--- src/rtl/qspi_rom_reader.sv ---
// qspi_rom_reader
// Reads single bytes from a quad-SPI NOR flash with the fast-read-quad-I/O
// command and streams sequential addresses without re-issuing the command.
//
// Ports:
//   clk, reset           single clock, synchronous active-high reset
//   addr, rd_req         byte read request (accepted while busy = 0)
//   restart              abort any transaction, return to idle
//   busy                 transaction in flight
//   data, data_valid     returned byte and its one-cycle strobe
//   sclk, select         flash clock (clk/2) and active-low chip select
//   io_out, io_oe        nibble driven to flash and per-line enables
//   io_in                nibble returned by flash
module qspi_rom_reader #(
  parameter logic [7:0]  CMD          = 8'hEB,
  parameter logic [7:0]  MODE         = 8'hFF,
  parameter int unsigned DUMMY_CYCLES = 4
) (
  input  logic        clk,
  input  logic        reset,
  input  logic [23:0] addr,
  input  logic        rd_req,
  input  logic        restart,
  output logic        busy,
  output logic [7:0]  data,
  output logic        data_valid,
  output logic        sclk,
  output logic        select,
  output logic [3:0]  io_out,
  output logic [3:0]  io_oe,
  input  logic [3:0]  io_in
);

  typedef enum logic [2:0] {
    S_IDLE, S_CMD, S_ADDR, S_MODE, S_DUMMY, S_DATA, S_STREAM, S_GAP
  } state_t;

  state_t      state, n_state;
  logic        phase, n_phase;
  logic [4:0]  cnt, n_cnt;
  logic [23:0] addr_q, n_addr;
  logic [3:0]  hi_q, n_hi;
  logic [7:0]  n_data;
  logic        n_valid, n_busy, n_sclk, n_select;
  logic [3:0]  n_io_out, n_io_oe;

  // Index of the final sclk period in each serial state.
  function automatic logic [4:0] last_cnt(input state_t s);
    case (s)
      S_CMD:   return 5'd7;
      S_ADDR:  return 5'd5;
      S_DUMMY: return 5'(DUMMY_CYCLES - 1);
      default: return 5'd1;
    endcase
  endfunction

  function automatic state_t succ(input state_t s);
    case (s)
      S_CMD:   return S_ADDR;
      S_ADDR:  return S_MODE;
      S_MODE:  return (DUMMY_CYCLES == 0) ? S_DATA : S_DUMMY;
      S_DUMMY: return S_DATA;
      default: return S_STREAM;
    endcase
  endfunction

  // Next-state logic; every output is then registered from the next state so
  // pins change only on the phase-0 boundary.
  always_comb begin
    n_state = state;
    n_phase = phase;
    n_cnt   = cnt;
    n_addr  = addr_q;
    n_hi    = hi_q;
    n_data  = data;
    n_valid = 1'b0;
    n_busy  = busy;
    if (restart) begin
      n_state = S_IDLE;
      n_phase = 1'b0;
      n_cnt   = '0;
      n_busy  = 1'b0;
    end else begin
      case (state)
        S_IDLE: begin
          if (rd_req) begin
            n_addr  = addr;
            n_state = S_CMD;
            n_cnt   = '0;
            n_phase = 1'b0;
            n_busy  = 1'b1;
          end
        end
        S_CMD, S_ADDR, S_MODE, S_DUMMY, S_DATA: begin
          if (!phase) begin
            n_phase = 1'b1;
          end else begin
            n_phase = 1'b0;
            if (state == S_DATA) begin
              if (cnt == 5'd0) n_hi = io_in;
              else             n_data = {hi_q, io_in};
            end
            if (cnt == last_cnt(state)) begin
              n_cnt   = '0;
              n_state = succ(state);
              if (state == S_DATA) begin
                n_valid = 1'b1;
                n_busy  = 1'b0;
              end
            end else begin
              n_cnt = cnt + 5'd1;
            end
          end
        end
        S_STREAM: begin
          if (rd_req) begin
            n_addr  = addr;
            n_busy  = 1'b1;
            n_cnt   = '0;
            n_phase = 1'b0;
            n_state = (addr == addr_q + 24'd1) ? S_DATA : S_GAP;
          end
        end
        S_GAP: begin
          if (cnt == 5'd1) begin
            n_cnt   = '0;
            n_state = S_CMD;
          end else begin
            n_cnt = cnt + 5'd1;
          end
        end
        default: n_state = S_IDLE;
      endcase
    end

    n_select = !(n_state inside {S_CMD, S_ADDR, S_MODE, S_DUMMY, S_DATA, S_STREAM});
    n_sclk   = n_phase && (n_state inside {S_CMD, S_ADDR, S_MODE, S_DUMMY, S_DATA});
    n_io_out = '0;
    n_io_oe  = '0;
    case (n_state)
      S_CMD: begin
        n_io_oe  = 4'b0001;
        n_io_out = {3'b000, CMD[3'(7 - n_cnt)]};
      end
      S_ADDR: begin
        n_io_oe = 4'hF;
        case (n_cnt[2:0])
          3'd0:    n_io_out = n_addr[23:20];
          3'd1:    n_io_out = n_addr[19:16];
          3'd2:    n_io_out = n_addr[15:12];
          3'd3:    n_io_out = n_addr[11:8];
          3'd4:    n_io_out = n_addr[7:4];
          default: n_io_out = n_addr[3:0];
        endcase
      end
      S_MODE: begin
        n_io_oe  = 4'hF;
        n_io_out = (n_cnt == 5'd0) ? MODE[7:4] : MODE[3:0];
      end
      default: ;
    endcase
  end

  always_ff @(posedge clk) begin
    if (reset) begin
      state      <= S_IDLE;
      phase      <= 1'b0;
      cnt        <= '0;
      addr_q     <= '0;
      hi_q       <= '0;
      data       <= '0;
      data_valid <= 1'b0;
      busy       <= 1'b0;
      sclk       <= 1'b0;
      select     <= 1'b1;
      io_out     <= '0;
      io_oe      <= '0;
    end else begin
      state      <= n_state;
      phase      <= n_phase;
      cnt        <= n_cnt;
      addr_q     <= n_addr;
      hi_q       <= n_hi;
      data       <= n_data;
      data_valid <= n_valid;
      busy       <= n_busy;
      sclk       <= n_sclk;
      select     <= n_select;
      io_out     <= n_io_out;
      io_oe      <= n_io_oe;
    end
  end

endmodule

--- config.mk ---
export PLATFORM = sky130hd
export DESIGN_NAME = qspi_rom_reader
export DESIGN_NICKNAME = d
export VERILOG_FILES = /design/src/rtl/qspi_rom_reader.sv
export SDC_FILE = /design/constraint.sdc
export NUM_CORES = 1
export LEC_CHECK = 0
export CORE_ASPECT_RATIO = 1.25
export CORE_MARGIN = 4
export CORE_UTILIZATION = 50
export DETAILED_ROUTE_END_ITERATION = 8
export GPL_TIMING_DRIVEN = 0
export PLACE_DENSITY = 0.77
export SLEW_MARGIN = 20
export SYNTH_ARGS = -nofsm -noshare
export SYNTH_HDL_FRONTEND = slang
export SYNTH_SLANG_ARGS = --single-unit
--- constraint.sdc ---
create_clock -name clk -period 2.5 [get_ports clk]
set_input_delay 0.5 -clock clk [delete_from_list [all_inputs] [get_ports clk]]
set_output_delay 0.5 -clock clk [all_outputs]
set_load 0.02 [all_outputs]
==> flow_metrics.env <==
export IMPL_outcome="finished, violations left"
export IMPL_violations="setup timing"
export IMPL_setup_violations=4
export IMPL_dr_pass1_iters=5
export IMPL_max_slew_margin_pct=42.95
export IMPL_critical_path_buf_inv_count=1
export IMPL_synth_mux_area_share_pct=8.814
export IMPL_r2r_cells=9
export IMPL_die_h_um=104.1
export IMPL_core_area_sq_um=7062
export IMPL_area_delta_synth_final_pct=32.41
export IMPL_synth_top_family_by_area="simple AND/OR/NAND/NOR gates"
export IMPL_grt_pass1_wl_mm=17.40
export IMPL_start_util_pct=52.27
export IMPL_hold_viol=0
export IMPL_grt_start_max_net_pins=21
export IMPL_worst_pin_slew_ns=0.8541
export IMPL_hold_end="addr_q[23]"
export IMPL_tns_ns=-0.08669
export IMPL_drv_slew=0
export IMPL_post_place_ws_ns=-0.7360
export IMPL_layout_min_cycle_time_ns=2.548
export IMPL_synth_distinct_cells=73
export IMPL_viasPerCell=6.087
export IMPL_ir_worst_vdd_v=0.0003361
export IMPL_clk_pin_slew_ns=0.12
export IMPL_end_kind="register"
export IMPL_reg2reg_slack_ns=-0.05
export IMPL_r2r_end="io_out[0]"
export IMPL_synth_adder_area_share_pct=1.627
export IMPL_total_leakage_power_nw=1.662
export IMPL_ys_ff_latch=55
export IMPL_start_kind="register"
export IMPL_synthCells=445
export IMPL_final_net_count=553
export IMPL_root_buffer="clkbuf_8"
export IMPL_seq_power_share_pct=50.4
export IMPL_synth_edff_count=0
export IMPL_drtAntennaViolNets=0
export IMPL_worstHoldStart="addr_q[23]"
export IMPL_p_sw_mw=0.5704
export IMPL_cap_violations=0
export IMPL_clock_sinks=55
export IMPL_overflow=0
export IMPL_grt_use_total_pct=24.06
export IMPL_timing_fmax_mhz=392.4
export IMPL_grt_pass1_vias=3553
export IMPL_antenna_cells=0
export IMPL_synth_compound_area_share_pct=18.85
export IMPL_rr_startpoint="cnt[1]"
export IMPL_power_density_nw_per_um2=378.3
export IMPL_min_path_type="register to register"
export IMPL_synth_warnings=0
export IMPL_rows=34
export IMPL_cell_internal_pwr_mw=1.278
export IMPL_cp_depth=9
export IMPL_post_route_drc_count=0
export IMPL_port_buffer_count=50
export IMPL_critical_path_peak_fanout=5
export IMPL_arrival_ns=2.76
export IMPL_clkPwrFrac_pct=30.0
export IMPL_htreeDepth=2
export IMPL_path_cells="buf_6 > mux2_4 > or4_4 > o21a_1 > a32o_2 > o31ai_4 > a221oi_2 > a221oi_2 > o22ai_2"
export IMPL_die_w_um=84.85
export IMPL_syn_nets=481
export IMPL_clk_latency_ns=0.32
export IMPL_cts_inserted_buffers=5
export IMPL_num_vias=3701
export IMPL_final_cell_area_sq_um=4887
export IMPL_synth_area_sq_um=3691
export IMPL_hold_path_depth=2
export IMPL_synthSimpleGateAreaFrac_pct=26.95
export IMPL_avgSynthCellArea_sq_um=8.294
export IMPL_whs_ns=0.4974
export IMPL_cts_buffer_depth=2
export IMPL_routed_wire_length_per_instance_um=18.21
export IMPL_place_area_sq_um=4304
export IMPL_drive_gt1_share_pct=24.52
export IMPL_synth_xor_area_share_pct=9.017
export IMPL_critical_path_slowest_cell="or4_4"
export IMPL_fin_skew_ns=0.008994
export IMPL_crit_path_frequent_cell="a221oi_2"
export IMPL_seq_area_frac_synth_pct=29.83
export IMPL_ys_dominant_reg_cell="dfxtp_1"
export IMPL_fin_crit_sh_pct=101.9
export IMPL_setup_ws_ns=-0.04812
export IMPL_cpPeakStageDelay_ns=0.44
export IMPL_rsz0062_at_grt="yes"
export IMPL_io_pins=52
export IMPL_netSwitchingFraction_pct=30.86
export IMPL_critPathTopFamily="compound AO/OA/AOI/OAI gates"
export IMPL_critPathLaunch="cnt[1]"
export IMPL_drtIter0Drc=257
export IMPL_place_gp_congestion=0.9335
export IMPL_cts_tree="done"
export IMPL_combinationalPowerShare_pct=19.6
export IMPL_dp_hpwl_mm=7.987
export IMPL_async_flop_share_pct=0
export IMPL_cp_required_ns=2.71
export IMPL_crit_type="register to register"
export IMPL_grt_antenna_before_repair=0
export IMPL_routed_wl_mm=11.07
export IMPL_dieArea_sq_um=8829
-- registers in the layout, indices dropped and copies added, names as in the netlist --
name	count
sclk	1
data_valid	1
io_oe	2
busy	1
io_out	4
data	8
select	1
cnt	5
hi_q	4
addr_q	24
state	3
phase	1
-- area by class of cell --
type,count,area (sq um)
Sequential cell,55,1116
Inverter,11,41.29
Clock buffer,5,68.82
Tap cell,90,112.6
Fill cell,577,2175
Clock inverter,3,33.78
Buffer,24,177.7
Timing Repair Buffer,66,623.1
Multi-Input combinational cell,354,2714
-- routing by layer --
layer	global-route usage, %	up-vias	share of wire [%]
met5	0	-	0
met4	11.76	0	4.1
met3	4.754	34	6.0
met2	42.55	149	51
met1	27.06	1773	39
li1	-	1745	-
-- metrics by stage --
step | power (mW) | util, % | std cells
2_1_floorplan | 1.135 | - | 445
3_3_place_gp | 1.258 | 60.95 | 585
3_5_place_dp | 1.263 | 60.95 | 585
4_1_cts | 1.836 | 66.34 | 601
5_1_grt | 1.918 | 69.21 | 608
6_report | 1.849 | 69.21 | 608
-- cell usage in the layout, fill, tap and decap left out, types with 5 or more instances in the layout --
cell type / count
a21oi_1: 23
buf_4: 21
clkbuf_1: 7
clkbuf_8: 5
clkdlybuf4s50_1: 48
dfxtp_1: 45
dfxtp_2: 9
inv_1: 9
mux2i_1: 31
nand2_1: 50
nand3_1: 11
nand4_1: 13
nor2_1: 45
nor2b_1: 7
nor3_1: 7
o21ai_0: 9
xnor2_1: 22
xor2_1: 14
-- repair_timing --
| item | CTS | global route |
|---|---|---|
| hold buffers | 0 | 0 |
| pin swaps | 10 | 20 |
| setup buffers | 9 | 7 |
| cloned | 0 | 0 |
| gates resized for setup | 49 | 40 |
| endpoints found under the setup margin | 7 | 7 |
-- worst register-to-register path: stages (launching register included) --
cell and delay [ns]:
dfxtp_2 0.36, buf_6 0.12, mux2_4 0.30, or4_4 0.44
o21a_1 0.14, a32o_2 0.31, o31ai_4 0.35, a221oi_2 0.07
a221oi_2 0.21, o22ai_2 0.13
-- logic make-up (layout without fill, tap and decap cells) --
logic type / count (synthesis) / after routing
AO/OA/AOI/OAI: 92 / 92
XOR/XNOR: 38 / 38
adder cells (fa/ha/maj): 5 / 5
buffers and inverters: 36 / 109
flip-flops: 55 / 55
multiplexers: 32 / 32
AND/OR/NAND/NOR: 187 / 187
-- Yosys cell counts, drive strengths merged (5+ instances only) --
library cell  instances  area, sq um
dfxtp                55         1101
nand2                54        205.2
nor2                 50        204.0
mux2i                31        310.3
a21oi                28        151.4
xnor2                22        192.7
buf                  17        110.1
xor2                 16        140.1
nand3                13        70.07
nand4                13        81.33
o21ai                13        68.81
inv                  11        41.29
nor3                 11        76.33
clkbuf                8        30.03
a31o                  7        61.31
nor2b                 7        43.79
and4                  6        55.05
a211oi                5        42.54
nor4                  5        31.28
-- power by group through the flow --
| stage | clock network, mW | registers (mW) | logic (mW) |
|---|---|---|---|
| 6_report | 0.555 | 0.931 | 0.362 |
| 5_1_grt | 0.595 | 0.935 | 0.388 |
| 4_1_cts | 0.562 | 0.930 | 0.344 |
| 3_5_place_dp | 0 | 0.948 | 0.315 |
| 3_3_place_gp | 0 | 0.947 | 0.310 |
| 2_1_floorplan | 0 | 0.946 | 0.189 |
-- worst max path at each step --
stage                end  slack, ns
6_report       io_out[0]      -0.05
5_1_grt        io_out[0]      -0.09
4_1_cts           select      -0.04
3_5_place_dp      select      -0.74
3_3_place_gp      select      -0.76
2_1_floorplan     select       0.05
(Power assumes the default switching activity.)
